<file path="config.mk">
export PLATFORM = sky130hd
export DESIGN_NAME = vnu_sched_flat
export DESIGN_NICKNAME = d
export VERILOG_FILES = /design/src/rtl/vnu_sched_if.sv /design/src/rtl/vnu_sched.sv /design/src/flat_wrapper.sv
export SDC_FILE = /design/constraint.sdc
export NUM_CORES = 1
export LEC_CHECK = 0
export ABC_AREA = 1
export BUFFER_PORTS_ARGS = -buffer_cell sky130_fd_sc_hd__buf_2
export CORE_UTILIZATION = 53
export DETAILED_ROUTE_END_ITERATION = 6
export HOLD_SLACK_MARGIN = 0.06
export PLACE_DENSITY_LB_ADDON = 0.2
export SYNTH_ARGS = -nofsm -noshare
export SYNTH_HDL_FRONTEND = slang
export SYNTH_SLANG_ARGS = --single-unit
</file>
<file path="constraint.sdc">
create_clock -name clk -period 2.5 [get_ports clk]
set_input_delay 0.375 -clock clk [delete_from_list [all_inputs] [get_ports clk]]
set_output_delay 0.375 -clock clk [all_outputs]
set_load 0.01 [all_outputs]
</file>
<file path="src/rtl/vnu_sched_if.sv">
// vnu_sched_if: bundles the scheduler's control, memory, vnux and Q-write signals.
//   master: scheduler view (drives busy/done, reads, vnux operands, Q writes, dec_vec)
//   slave:  environment view (drives start, read data, vnux results, q_ready)
interface vnu_sched_if #(
  parameter int N_VN   = 8,
  parameter int D      = 3,
  parameter int data_w = 6,
  parameter int ext_w  = 3
);
  localparam int AW    = $clog2(N_VN);
  localparam int sum_w = data_w + ext_w;
  logic                  start;
  logic                  busy;
  logic                  done;
  logic                  rd_en;
  logic [AW-1:0]         rd_addr;
  logic [data_w-1:0]     l_data;
  logic [data_w*D-1:0]   r_data;
  logic [data_w-1:0]     vnu_l;
  logic [data_w*D-1:0]   vnu_r;
  logic [sum_w*D-1:0]    vnu_q;
  logic                  vnu_dec;
  logic                  q_we;
  logic                  q_ready;
  logic [AW-1:0]         q_addr;
  logic [data_w*D-1:0]   q_data;
  logic [N_VN-1:0]       dec_vec;
  modport master (
    input  start, l_data, r_data, vnu_q, vnu_dec, q_ready,
    output busy, done, rd_en, rd_addr, vnu_l, vnu_r, q_we, q_addr, q_data, dec_vec
  );
  modport slave (
    output start, l_data, r_data, vnu_q, vnu_dec, q_ready,
    input  busy, done, rd_en, rd_addr, vnu_l, vnu_r, q_we, q_addr, q_data, dec_vec
  );
endinterface

</file>
<file path="src/rtl/vnu_sched.sv">
// vnu_sched: streams N_VN variable nodes through one shared vnux via a 3-stage pipeline.
//   clk, rst_n : clock, asynchronous active-low reset
//   bus        : start/busy/done, LLR+R reads, vnux operands/results, Q writes, dec_vec
module vnu_sched #(
  parameter int N_VN   = 8,
  parameter int D      = 3,
  parameter int data_w = 6,
  parameter int ext_w  = 3
) (
  input  logic         clk,
  input  logic         rst_n,
  vnu_sched_if.master  bus
);
  localparam int AW    = $clog2(N_VN);
  localparam int sum_w = data_w + ext_w;
  localparam logic [AW-1:0] LAST = AW'(N_VN - 1);
  localparam logic signed [sum_w-1:0] HI = sum_w'((1 << (data_w - 1)) - 1);
  localparam logic signed [sum_w-1:0] LO = -HI;
  typedef enum logic [1:0] {IDLE, RUN, DRAIN, DONE} state_t;
  state_t state_q, state_d;
  logic [AW-1:0] cnt_q, cnt_d;
  logic [AW-1:0] a0_q, a1_q, q_addr_q;
  logic v0_q, v1_q, q_we_q;
  logic [data_w-1:0] l_q;
  logic [data_w*D-1:0] r_q, q_data_q, sat;
  logic [N_VN-1:0] dec_q;
  logic signed [sum_w-1:0] lane;
  logic stall, rd, clr;
  // A pending write that the Q memory refuses freezes the whole pipeline.
  assign stall = q_we_q & ~bus.q_ready;
  always_comb begin
    state_d = state_q;
    cnt_d   = cnt_q;
    rd      = 1'b0;
    clr     = 1'b0;
    case (state_q)
      IDLE: if (bus.start) begin
        state_d = RUN;
        cnt_d   = '0;
        clr     = 1'b1;
      end
      RUN: if (!stall) begin
        rd      = 1'b1;
        cnt_d   = cnt_q == LAST ? '0 : cnt_q + AW'(1);
        state_d = cnt_q == LAST ? DRAIN : RUN;
      end
      DRAIN: if (q_we_q && bus.q_ready && q_addr_q == LAST) state_d = DONE;
      default: state_d = IDLE;
    endcase
  end
  // Symmetric clamp to +-(2^(data_w-1)-1); in-range lanes keep their low bits.
  always_comb begin
    sat  = '0;
    lane = '0;
    for (int i = 0; i < D; i++) begin
      lane = bus.vnu_q[i*sum_w +: sum_w];
      sat[i*data_w +: data_w] = lane > HI ? HI[data_w-1:0] :
                                lane < LO ? LO[data_w-1:0] : lane[data_w-1:0];
    end
  end
  always_ff @(posedge clk or negedge rst_n) begin
    if (!rst_n) begin
      state_q  <= IDLE;
      cnt_q    <= '0;
      a0_q     <= '0;
      a1_q     <= '0;
      v0_q     <= 1'b0;
      v1_q     <= 1'b0;
      l_q      <= '0;
      r_q      <= '0;
      q_we_q   <= 1'b0;
      q_addr_q <= '0;
      q_data_q <= '0;
      dec_q    <= '0;
    end else begin
      state_q <= state_d;
      cnt_q   <= cnt_d;
      if (clr) dec_q <= '0;
      if (!stall) begin
        v0_q   <= rd;
        a0_q   <= cnt_q;
        v1_q   <= v0_q;
        a1_q   <= a0_q;
        q_we_q <= v1_q;
        if (v0_q) begin
          l_q <= bus.l_data;
          r_q <= bus.r_data;
        end
        if (v1_q) begin
          q_addr_q    <= a1_q;
          q_data_q    <= sat;
          dec_q[a1_q] <= bus.vnu_dec;
        end
      end
    end
  end
  assign bus.busy    = state_q == RUN || state_q == DRAIN;
  assign bus.done    = state_q == DONE;
  assign bus.rd_en   = rd;
  assign bus.rd_addr = cnt_q;
  assign bus.vnu_l   = l_q;
  assign bus.vnu_r   = r_q;
  assign bus.q_we    = q_we_q;
  assign bus.q_addr  = q_addr_q;
  assign bus.q_data  = q_data_q;
  assign bus.dec_vec = dec_q;
endmodule

</file>
<file path="src/flat_wrapper.sv">
// flat-port wrapper written by rule: the top's interface ports become plain ports
module vnu_sched_flat 
#(
  parameter int N_VN   = 8,
  parameter int D      = 3,
  parameter int data_w = 6,
  parameter int ext_w  = 3
)
  (clk, rst_n, bus_start, bus_l_data, bus_r_data, bus_vnu_q, bus_vnu_dec, bus_q_ready, bus_busy, bus_done, bus_rd_en, bus_rd_addr, bus_vnu_l, bus_vnu_r, bus_q_we, bus_q_addr, bus_q_data, bus_dec_vec);
  vnu_sched_if #(.N_VN(N_VN), .D(D), .data_w(data_w), .ext_w(ext_w)) bus_i ();
  input  logic clk;
  input  logic rst_n;
  input wire logic [$bits(bus_i.start)-1:0] bus_start;
  input wire logic [$bits(bus_i.l_data)-1:0] bus_l_data;
  input wire logic [$bits(bus_i.r_data)-1:0] bus_r_data;
  input wire logic [$bits(bus_i.vnu_q)-1:0] bus_vnu_q;
  input wire logic [$bits(bus_i.vnu_dec)-1:0] bus_vnu_dec;
  input wire logic [$bits(bus_i.q_ready)-1:0] bus_q_ready;
  output wire logic [$bits(bus_i.busy)-1:0] bus_busy;
  output wire logic [$bits(bus_i.done)-1:0] bus_done;
  output wire logic [$bits(bus_i.rd_en)-1:0] bus_rd_en;
  output wire logic [$bits(bus_i.rd_addr)-1:0] bus_rd_addr;
  output wire logic [$bits(bus_i.vnu_l)-1:0] bus_vnu_l;
  output wire logic [$bits(bus_i.vnu_r)-1:0] bus_vnu_r;
  output wire logic [$bits(bus_i.q_we)-1:0] bus_q_we;
  output wire logic [$bits(bus_i.q_addr)-1:0] bus_q_addr;
  output wire logic [$bits(bus_i.q_data)-1:0] bus_q_data;
  output wire logic [$bits(bus_i.dec_vec)-1:0] bus_dec_vec;
  assign bus_i.start = bus_start;
  assign bus_i.l_data = bus_l_data;
  assign bus_i.r_data = bus_r_data;
  assign bus_i.vnu_q = bus_vnu_q;
  assign bus_i.vnu_dec = bus_vnu_dec;
  assign bus_i.q_ready = bus_q_ready;
  assign bus_busy = bus_i.busy;
  assign bus_done = bus_i.done;
  assign bus_rd_en = bus_i.rd_en;
  assign bus_rd_addr = bus_i.rd_addr;
  assign bus_vnu_l = bus_i.vnu_l;
  assign bus_vnu_r = bus_i.vnu_r;
  assign bus_q_we = bus_i.q_we;
  assign bus_q_addr = bus_i.q_addr;
  assign bus_q_data = bus_i.q_data;
  assign bus_dec_vec = bus_i.dec_vec;
  vnu_sched #(.N_VN(N_VN), .D(D), .data_w(data_w), .ext_w(ext_w)) u_core (.clk(clk), .rst_n(rst_n), .bus(bus_i));
endmodule
</file>
==> metrics.md, run 1 <==
| Metric | Value |
|---|---|
| Register area share after synthesis | `54.6%` |
| FF+latch count, synth | `67` |
| Post_cts resized | `0` |
| Avg Inst Size Synth | `9.60 µm²` |
| Slew Limit Headroom | `59.9%` |
| IO buf count | `between 100 and 150` |
| Minimum period implied by the final worst setup slack | `~1900 ps` |
| Overall Global Routing Usage | `between 20 and 25%` |
| Slew Limit Fails | `0` |
| DP Cell Count | `between 500 and 600` |
| Max IR drop VDD | `~0.00041 V` |
| Sink Count | `67` |
| Post-Syn Instances | `320` |
| Syn-to-layout area delta | `28.1%` |
| Static leakage | `about 2.3 nW` |
| CP required | `about 2100 ps` |
| Nets | `505` |
| Row count | `27` |
| Max Fclk | `roughly 520 MHz` |
| PwrDens | `roughly 630 nW/µm²` |
| CTS root buf | `clkbuf_8` |
| Die Y | `between 70 and 80 µm` |
| N_diodes | `0` |
| Tightest Hold Check Type | `in2reg` |
| Arr. time, crit path | `~1500 ps` |
| Commonest non-fill, non-tap cell in the layout | `buf_2` |
| TritonCTS Buffers | `9` |
| Actual slew at the worst max-slew pin | `601 ps` |
| Clock-pin transition on the worst setup and hold timing paths | `approximately 70 ps` |
| Tcrit/Tclk final | `approximately three quarters` |
| Initial Util | `between 50% and 60%` |
| Full die area | `between 6000 and 7000 µm²` |
| I/O pin cnt | `approximately 120` |
| Routed Antenna Nets | `0` |
| Crit path cell chain | `inv_1 -> ha_1 -> inv_1 -> nor2_1 -> buf_2` |
| 1st-pass router iterations | `4` |
| Crit-path max FO | `7` |
| Vias | `approximately 2,600` |
| Post-CTS Setup Repair Bufs | `0` |
| Status | `finished clean` |
| Vias in the first global route | `~2,400` |
| Initial antenna violation count | `0` |
| Max-cap violations | `0` |
| Post-Layout Cell Count | `517` |
| CTS tree | `done` |
| H-tree lvl count | `3` |
| Fin. Hold Viols | `0` |
| Avg WL per Cell | `12.7 µm` |
| Critical Path Start Type | `flip-flop` |
| Commonest non-fill, non-tap cells in the layout | `buf_2, nand2_1, dfrtp_1` |
| RSZ-0062 raised after global routing | `no` |
| Core ar. | `5540 µm²` |
| Die X | `78.1 µm` |
| Cells on worst reg2reg path | `7` |
| Final Wtd Congestion | `0.776` |
| Via-to-Cell Ratio | `a little under 5` |
| Synth Net Count | `between 300 and 400` |
| Hold depth | `2` |
| Crit-path slowest cell | `dfrtp_1` |
| Fin Clk Skew | `7.66 ps` |
| Crit. End Element | `primary output` |
| Yosys warning count | `0` |
| Share of layout cells above drive strength 1 | `around 37%` |
| Fin Setup TNS | `0 ps` |
| Worst skew pair latency | `about 340 ps` |
| Largest net degree at the start of global routing | `43` |
| CP most frequent cell | `inv_1` |
| Final-report setup violation count | `0` |
| Post-DP HPWL | `4.75 mm` |
| Clock Tree Buf Depth | `2` |
| First-iteration detailed-routing DRC count | `132` |
| Netlist cell types | `21` |
| Total gr overflow | `0` |
| CP peak stage delay | `around 450 ps` |
| Post-Syn Area | `between 3000 and 4000 µm²` |
| Total design power | `~2.5 mW` |
| Setup CP Type | `reg2out` |
| # DRC | `0` |
| Total Routed Length | `around 6.6 mm` |
| Global-route wire length before repair | `about 11 mm` |
-- cell type report --
type / count / area, µm²
inverter: 33 / 124
multi-input combinational: 214 / 1220
sequential: 67 / 1680
clock buffer: 12 / 155
timing repair buffer: 117 / 606
tap: 72 / 90.1
clock inverter: 2 / 60.1
fill: 454 / 1610
-- stage by stage --
stage | hold WS, ps | instance area, µm² | setup slack, ps | util [%]
6_report | 258 | 3940 | 584 | 71.0
5_1_grt | 255 | 3940 | 450 | 71.0
4_1_cts | 251 | 3940 | 575 | 71.0
3_5_place_dp | 415 | 3710 | 925 | 67.0
3_3_place_gp | 407 | 3710 | 957 | 67.0
2_1_floorplan | 79.4 | 3070 | 1110 | -
-- final timing paths --
path / startpoint / slack (ps) / end
min in group asynchronous: rst_n / 580 / u_core.bus.q_data[9]
max in group asynchronous: rst_n / 1300 / u_core.bus.dec_vec[7]
worst min-delay path: bus_l_data[4] / 260 / u_core.bus.vnu_l[4]
worst max register to register: u_core.bus.q_we / 940 / u_core.bus.q_data[14]
worst max-delay path: u_core.state_q[1] / 580 / bus_rd_en
worst min register to register: u_core.a0_q[2] / 470 / u_core.a0_q[2]
-- where the power goes --
part / total [mW] / internal [mW] / leakage [nW] / switching, mW
clock network: 0.987 / 0.606 / 0.109 / 0.382
registers: 1.20 / 1.16 / 0.889 / 0.0399
logic: 0.295 / 0.147 / 1.32 / 0.148
-- cells by family after synthesis --
group,share of synthesized area [%]
adder cells (fa/ha/maj),2.85
flip-flops,54.6
AO/OA/AOI/OAI,4.85
buffers and inverters,5.58
AND/OR/NAND/NOR,21.0
multiplexers,11.1
-- sequential cells by signal (all words and copies together), names as in the netlist --
signal	cells
u_core.a0_q	3
u_core.a1_q	3
u_core.bus.dec_vec	8
u_core.bus.q_addr	3
u_core.bus.q_data	18
u_core.bus.q_we	1
u_core.bus.rd_addr	3
u_core.bus.vnu_l	6
u_core.bus.vnu_r	18
u_core.state_q	2
u_core.v0_q	1
u_core.v1_q	1
-- cells in the mapped netlist --
| cell | instances | area [µm²] |
|---|---|---|
| nand2_4 | 3 | 33.8 |
| o21a_1 | 2 | 15.0 |
| inv_1 | 30 | 113 |
| mux2_2 | 5 | 56.3 |
| nor2_1 | 24 | 90.1 |
| nor3_1 | 1 | 5.00 |
| ha_1 | 7 | 87.6 |
| dfrtp_1 | 67 | 1680 |
| o21ai_2 | 1 | 8.76 |
| o21ai_1 | 5 | 25.0 |
| nor2_4 | 1 | 11.3 |
| o21ai_0 | 13 | 65.1 |
| clkbuf_1 | 1 | 3.75 |
| nor2_2 | 2 | 12.5 |
| buf_6 | 3 | 33.8 |
| mux2_4 | 19 | 285 |
| a21oi_1 | 7 | 35.0 |
| nand2_1 | 102 | 383 |
| inv_2 | 3 | 11.3 |
| buf_2 | 2 | 10.0 |
| nand3_1 | 22 | 110 |
-- per-layer routing --
layer | track usage [%] | wire length [µm] | up-vias
met2 | 38.7 | 3280 | 91
met3 | 4.77 | 367 | 14
met5 | 0 | 0 | -
li1 | - | - | 1257
met4 | 11.7 | 131 | 0
met1 | 28.2 | 2780 | 1189
-- repair_timing --
action	in CTS	in global routing
hold endpoints to repair	23	0
endpoints found under the setup margin	0	0
hold buffers	1	0
-- worst max-delay path: cells and delay by family (launching register included) --
kind	cells	cell delay, ps
fa+ha+maj	1	220
simple gates	1	170
flops	1	450
buf+inv	3	350
No activity file was read; power rests on OpenSTA's default activity.
==> run 2: changes to the inputs <==
--- a/config.mk
+++ b/config.mk
@@ -7,7 +7,7 @@
 export LEC_CHECK = 0
 export ABC_AREA = 1
 export BUFFER_PORTS_ARGS = -buffer_cell sky130_fd_sc_hd__buf_2
-export CORE_UTILIZATION = 53
+export CORE_UTILIZATION = 49
 export DETAILED_ROUTE_END_ITERATION = 6
 export HOLD_SLACK_MARGIN = 0.06
 export PLACE_DENSITY_LB_ADDON = 0.2
==> constraint.sdc (replaced) <==
create_clock -name clk -period 1.85 [get_ports clk]
set_input_delay 0.2775 -clock clk [delete_from_list [all_inputs] [get_ports clk]]
set_output_delay 0.2775 -clock clk [all_outputs]
set_load 0.01 [all_outputs]
==> run 2 against run 1 <==
Combinational power rose by 35%. Via count shrank 0.86%. Core utilization is 5.5 points lower. Worst setup slack worse by 470 ps. Final cell count grew 0.97%. Worst hold slack got worse by 86 ps. Sequential share of layout area rose by 0.15 points. Power is 29% higher. Critical endpoint unchanged. Largest cell class unchanged. Critical path depth stayed put.
==> metrics.md, run 2 (synthesized netlist as in run 1, its figures left out) <==
| Metric | Value |
|---|---|
| Clock-pin transition on the worst setup and hold timing paths | `roughly 80 ps` |
| Fillers | `around 490` |
| Setup CP Type | `reg2out` |
| Nets | `between 500 and 600` |
| Arr. time, crit path | `between 1000 and 1500 ps` |
| I/O pin cnt | `116` |
| Die Y | `81.2 µm` |
| Crit-path slowest cell | `dfrtp_2` |
| Met1 Track Usage GR | `between 20% and 30%` |
| Tightest Hold Check Type | `in2reg` |
| 1st-pass router iterations | `4` |
| Post-Layout Inst Area | `3920 µm²` |
| Minimum period implied by the final worst setup slack | `around 1700 ps` |
| Met2 Use GR | `about a third` |
| Hold depth | `2` |
| Tcrit/Tclk final | `between 90% and 100%` |
| Min-Delay Endpoint | `u_core.bus.vnu_r[2]` |
| Commonest non-fill, non-tap cell in the layout | `buf_2` |
| Final-report setup violation count | `0` |
| Largest net degree at the start of global routing | `a little under 70` |
| Post-DP HPWL | `about 4.8 mm` |
| CTS tree | `done` |
| Commonest non-fill, non-tap cells in the layout | `buf_2, nand2_1, dfrtp_1` |
| Max Fclk | `~580 MHz` |
| IO buf count | `about 120` |
| Actual slew at the worst max-slew pin | `around 440 ps` |
| Clock Tree Buf Depth | `2` |
| Routed Antenna Nets | `0` |
| Static leakage | `around 2.3 nW` |
| Max-cap violations | `0` |
| RSZ-0062 raised after global routing | `no` |
| CP most frequent cell | `inv_1` |
| Global-route wire length before repair | `slightly below 10 mm` |
| Row count | `28` |
| R2R setup slack | `330 ps` |
| CTS root buf | `clkbuf_8` |
| Worst skew pair latency | `330 ps` |
| Post-CTS Setup Repair Bufs | `0` |
| Worst r2r dst | `u_core.bus.q_data[12]` |
| Critical Path Start Type | `flip-flop` |
| GR peak layer | `met2` |
| Fin Setup TNS | `0 ps` |
| Share of layout cells above drive strength 1 | `37.6%` |
| N_diodes | `0` |
| Largest delay contributor family on the critical path | `flip-flops` |
| Final Wtd Congestion | `just under 0.8` |
| # DRC | `0` |
| CP peak stage delay | `450 ps` |
| Slew Limit Fails | `0` |
| Vias in the first global route | `between 2,000 and 2,500` |
| PwrDens | `814 nW/µm²` |
| Worst path buffer plus inverter count | `3` |
| Total Routed Length | `around 6.4 mm` |
| Crit path cell chain | `inv_1 -> ha_2 -> inv_1 -> nor2_2 -> buf_2` |
| Hold slack final | `roughly 170 ps` |
| Max IR drop VDD | `about 0.00057 V` |
| Full die area | `~6600 µm²` |
| H-tree lvl count | `3` |
| CP required | `roughly 1600 ps` |
| TritonCTS Buffers | `9` |
| Initial Util | `51.3%` |
| Worst Min Path Start | `bus_r_data[2]` |
| Total gr overflow | `0` |
| Avg WL per Cell | `12.2 µm` |
| First-iteration detailed-routing DRC count | `just under 90` |
| Syn-to-layout area delta | `27.7%` |
| Fin. Hold Viols | `0` |
| Fin Clk Skew | `between 10 and 15 ps` |
| Sink Count | `between 60 and 70` |
| Initial antenna violation count | `0` |
| Die X | `between 80 and 90 µm` |
| R2r startpoint | `u_core.bus.q_we` |
| Cells on worst reg2reg path | `6` |
| Placed cell areas | `between 3000 and 4000 µm²` |
| Crit-path max FO | `7` |
| Vias | `2,529` |
| Via-to-Cell Ratio | `between 4 and 5` |
| Met3 Use GR | `3.93%` |
| Core ar. | `approximately 6000 µm²` |
| Overall Global Routing Usage | `19.8%` |
| Crit. End Element | `primary output` |
| Status | `finished clean` |
| Slew Limit Headroom | `71.0%` |
==> run 2: through the flow <==
step / utilization [%] / power, mW / setup slack, ps / instances
2_1_floorplan: - / 1.82 / 554 / 320
3_3_place_gp: 62.0 / 2.03 / 395 / 505
3_5_place_dp: 62.0 / 2.05 / 335 / 505
4_1_cts: 65.4 / 3.23 / 13.5 / 522
5_1_grt: 65.5 / 3.34 / 5.15 / 522
6_report: 65.5 / 3.20 / 113 / 522
==> run 2: what timing repair did <==
item,in CTS,in global routing
hold endpoints to repair,67,0
resized for setup,0,3
hold buffers,1,0
setup endpoints to repair,0,1
==> run 2: layout make-up <==
cell class	instances	area, µm²	share of cell area, %
clock buffer	11	141	3.60
clock inverter	5	52.6	1.34
inverter	33	124	3.16
multi-input combinational	214	1230	31.3
sequential	67	1680	42.8
tap	75	93.8	2.39
timing repair buffer	117	606	15.4
==> run 2: power by group <==
part	switching [mW]	leakage (nW)	internal (mW)
clock	0.529	0.0991	0.653
sequential	0.0556	0.889	1.56
combinational	0.199	1.32	0.198
==> run 2: worst max path at each step <==
| stage | startpoint | end | slack, ps | cells past startpoint |
|---|---|---|---|---|
| 2_1_floorplan | u_core.state_q[1] | bus_rd_en | 550 | 4 |
| 3_3_place_gp | bus_q_ready | u_core.bus.q_data[12] | 400 | 8 |
| 3_5_place_dp | bus_q_ready | u_core.bus.q_data[16] | 340 | 9 |
| 4_1_cts | u_core.state_q[1] | bus_rd_en | 10 | 5 |
| 5_1_grt | u_core.state_q[1] | bus_rd_en | 5 | 5 |
| 6_report | u_core.state_q[1] | bus_rd_en | 110 | 5 |
==> run 2: routing by layer <==
metal	vias up	wire [µm]
met5	-	0
met4	0	80
met3	8	297
met2	65	3140
met1	1198	2850
li1	1258	-
